`src/rtl/rom.sv`:
```
// Hex-digit to seven-segment lookup ROM.
// One-cycle registered read, selectable segment polarity.
module rom #(
  parameter bit ACTIVE_LOW = 1'b0
) (
  input  logic       clk,
  input  logic       rst,
  input  logic [3:0] addr,
  input  logic       en,
  output logic [6:0] data,
  output logic       data_valid
);

  // All segments off in the selected polarity; also the inversion mask.
  localparam logic [6:0] BLANK = ACTIVE_LOW ? 7'h7F : 7'h00;

  logic [6:0] seg;

  always_comb begin
    seg = 7'h00;
    unique case (addr)
      4'h0: seg = 7'h3F;
      4'h1: seg = 7'h06;
      4'h2: seg = 7'h5B;
      4'h3: seg = 7'h4F;
      4'h4: seg = 7'h66;
      4'h5: seg = 7'h6D;
      4'h6: seg = 7'h7D;
      4'h7: seg = 7'h07;
      4'h8: seg = 7'h7F;
      4'h9: seg = 7'h6F;
      4'hA: seg = 7'h77;
      4'hB: seg = 7'h7C;
      4'hC: seg = 7'h39;
      4'hD: seg = 7'h5E;
      4'hE: seg = 7'h79;
      4'hF: seg = 7'h71;
    endcase
  end

  always_ff @(posedge clk) begin
    if (rst) begin
      data       <= BLANK;
      data_valid <= 1'b0;
    end else if (en) begin
      data       <= seg ^ BLANK;
      data_valid <= 1'b1;
    end else begin
      data       <= BLANK;
      data_valid <= 1'b0;
    end
  end

endmodule

```
`config.mk`:
```
export PLATFORM = sky130hd
export DESIGN_NAME = rom
export DESIGN_NICKNAME = d
export VERILOG_FILES = /design/src/rtl/rom.sv
export SDC_FILE = /design/constraint.sdc
export NUM_CORES = 1
export LEC_CHECK = 0
export CORE_AREA = 10 10 47 49
export DETAILED_ROUTE_END_ITERATION = 12
export DIE_AREA = 0 0 57 59
export MAX_ROUTING_LAYER = met4
export PLACE_DENSITY = 0.67
export SETUP_SLACK_MARGIN = 0.1
export SKIP_CTS_REPAIR_TIMING = 1
export SLEW_MARGIN = 20
export SYNTH_ARGS = -nofsm -noshare
export SYNTH_HDL_FRONTEND = slang
export SYNTH_SLANG_ARGS = --single-unit
export TNS_END_PERCENT = 50
```
`constraint.sdc`:
```
create_clock -name clk -period 1.08 [get_ports clk]
set_input_delay 0.216 -clock clk [delete_from_list [all_inputs] [get_ports clk]]
set_output_delay 0.216 -clock clk [all_outputs]
set_load 0.02 [all_outputs]
```
==> impl_metrics.ini <==
[power_and_ir_drop]
ir_drop_v = 0.000397
p_leak_nw = 0.407
p_total_w = 0.000739
p_per_area_mw_per_mm2 = 1010

[layout]
diodes = 0
final_layout_size_suffix_gt1_share_pct = 40.3
layout.nets = 88
post-route-util_pct = 52.0
fill_cells = 142
design_area_um2 = 728
fin_cells = 88
area_growth_pct = 52.4

[logic_synthesis]
syn_area_um2 = 478
async_flop_share_pct = 0
yosysSeqAreaShare_pct = 33.5
syn_inst = 49
ys.flop_type = dfxtp_1
ys_seq_elements = 8
synth_edf_count = 0
yosysTopAreaCell = dfxtp_1
synth.distinct_cells = 21
ys_top_cells_by_count = dfxtp_1, ha_1, inv_1, nand2_1
synth.area.top_cells = dfxtp_1, ha_1, a211oi_2, nand2b_1, a211o_1
synth_fp_nets = 63
syn_avg_cell_area_um2 = 9.75
synth_most_common_cell = dfxtp_1
yosys_warnings = 0
synth_top_area_share_pct = 33.5

[timing]
setup_violations = 0
hold_viol = 0
min_period_ns = 0.989
rsz0062_at_grt = true
slew_headroom_pct = 77.9
maxSlewViolCount = 0
min_period_over_period_pct = 91.6
fmax_mhz = 1010
setup_tns_ns = 0
tightestPinTransition_ns = 0.331

[clocking]
path_clk_slew_ns = 0.05
htree_levels = 1
ctsLongestPathBuffers = 2
cts_sinks = 8
cts_tree = done
cts_buffers = 3
root_buffer = clkbuf_4

[place]
placed_cell_area_um2 = 721
io_buffers = 14
placed_cells = 85
hpwl_um = 880
place_congestion = 0.820

[worst_setup_path]
path_buf_inv = 1
crit_chain = dlymetal6s2s_1
worst-endpoint-required_ns = 0.86
cp_top_family = flip-flops
arrival_ns = 0.77
crit_path_max_incr_delay_ns = 0.30
path_max_fanout = 1
setup.worst_path.end_class = primary output
start_kind = flip-flop
criticalPathCategory = flip-flop to primary output
slowest_stage = dfxtp_1

[route]
vias = 404
wl_um = 1090
drt-pass1-iter-count = 2
drc = 0
avgRoutedWirePerCell_um = 12.4
initialDrtViolationCount = 8
routed_via_density = 4.59
route.antenna.remaining_nets = 0

[outcome]
status = finished clean

[floorplan]
rows = 14
initial_core_util_pct = 34.1
io_pins = 15
dieHeight_um = 59
die_area_mm2 = 0.00336
fp.coreArea_mm2 = 0.00140
die_w_um = 57

[grt]
grt_max_degree = 10
antenna_found_initial = 0
gr-usage-all-layers_pct = 7.22
grt.overflow.total = 0
grt_pass1_vias = 421
grt_pass1_wl_um = 1860

[worst_hold_path]
hold_path.class = input port to flip-flop

[flow_run]
max_cap_viol_count = 0
path summary, 6_finish.rpt:
check                         startpoint                  to  slack (ns)  cells past startpoint
worst min-delay path             addr[2]  data[1]$_SDFF_PP0_        0.40                      3
worst max-delay path  data[2]$_SDFF_PP0_             data[2]        0.09                      1
layer usage:
| layer | track usage [%] | wire length [um] |
|---|---|---|
| met2 | 10.2 | 568 |
| met3 | 2.15 | 60 |
| met5 | - | 0 |
| met1 | 7.78 | 462 |
| met4 | 7.05 | 2 |
cell families (layout without fill, tap and decap cells):
family	count (synthesis)	in the layout	synth area share [%]
mux	1	1	3.14
buf+inv	7	30	7.33
flops	8	8	33.5
simple gates	16	16	17.3
fa+ha+maj	7	7	18.3
compound gates	10	10	20.4
final cells by class:
| class | instances | area [um2] | area share [%] |
|---|---|---|---|
| timing repair buffer | 23 | 205 | 28.2 |
| tap | 16 | 20.0 | 2.75 |
| inverter | 4 | 22.5 | 3.09 |
| clock buffer | 3 | 22.5 | 3.09 |
| sequential | 8 | 160 | 22.0 |
| multi-input combinational | 34 | 298 | 40.9 |
power by group:
group	internal, W	switching [W]
clock	0.000127	0.0000950
combinational	0.000100	0.000101
sequential	0.000313	0.00000367
stage by stage:
step	setup slack (ns)	hold slack, ns
5_1_grt	0.0541	0.426
2_1_floorplan	0.101	0.393
3_5_place_dp	-0.566	0.899
4_1_cts	-0.307	0.631
6_report	0.0909	0.399
3_3_place_gp	-0.537	0.894
registers in the layout, summed over array words and instances (netlist names):
register    cells
data            7
data_valid      1
cells in the final DEF, fill, tap and decap left out, types with 2 or more instances in the layout:
master           netlist  final
dfxtp_1                8      8
buf_4                  1      8
dlymetal6s2s_1         0      6
ha_1                   7      5
clkbuf_2               0      5
nand2_1                4      4
nand2b_1               3      3
a211oi_2               3      3
clkbuf_4               1      3
inv_1                  4      2
nor2_1                 2      2
nor2b_1                2      2
a211o_1                2      2
a21oi_2                2      2
nor3_1                 2      2
clkdlybuf4s50_1        0      2
Note: power is estimated with default switching activity, not from simulation.
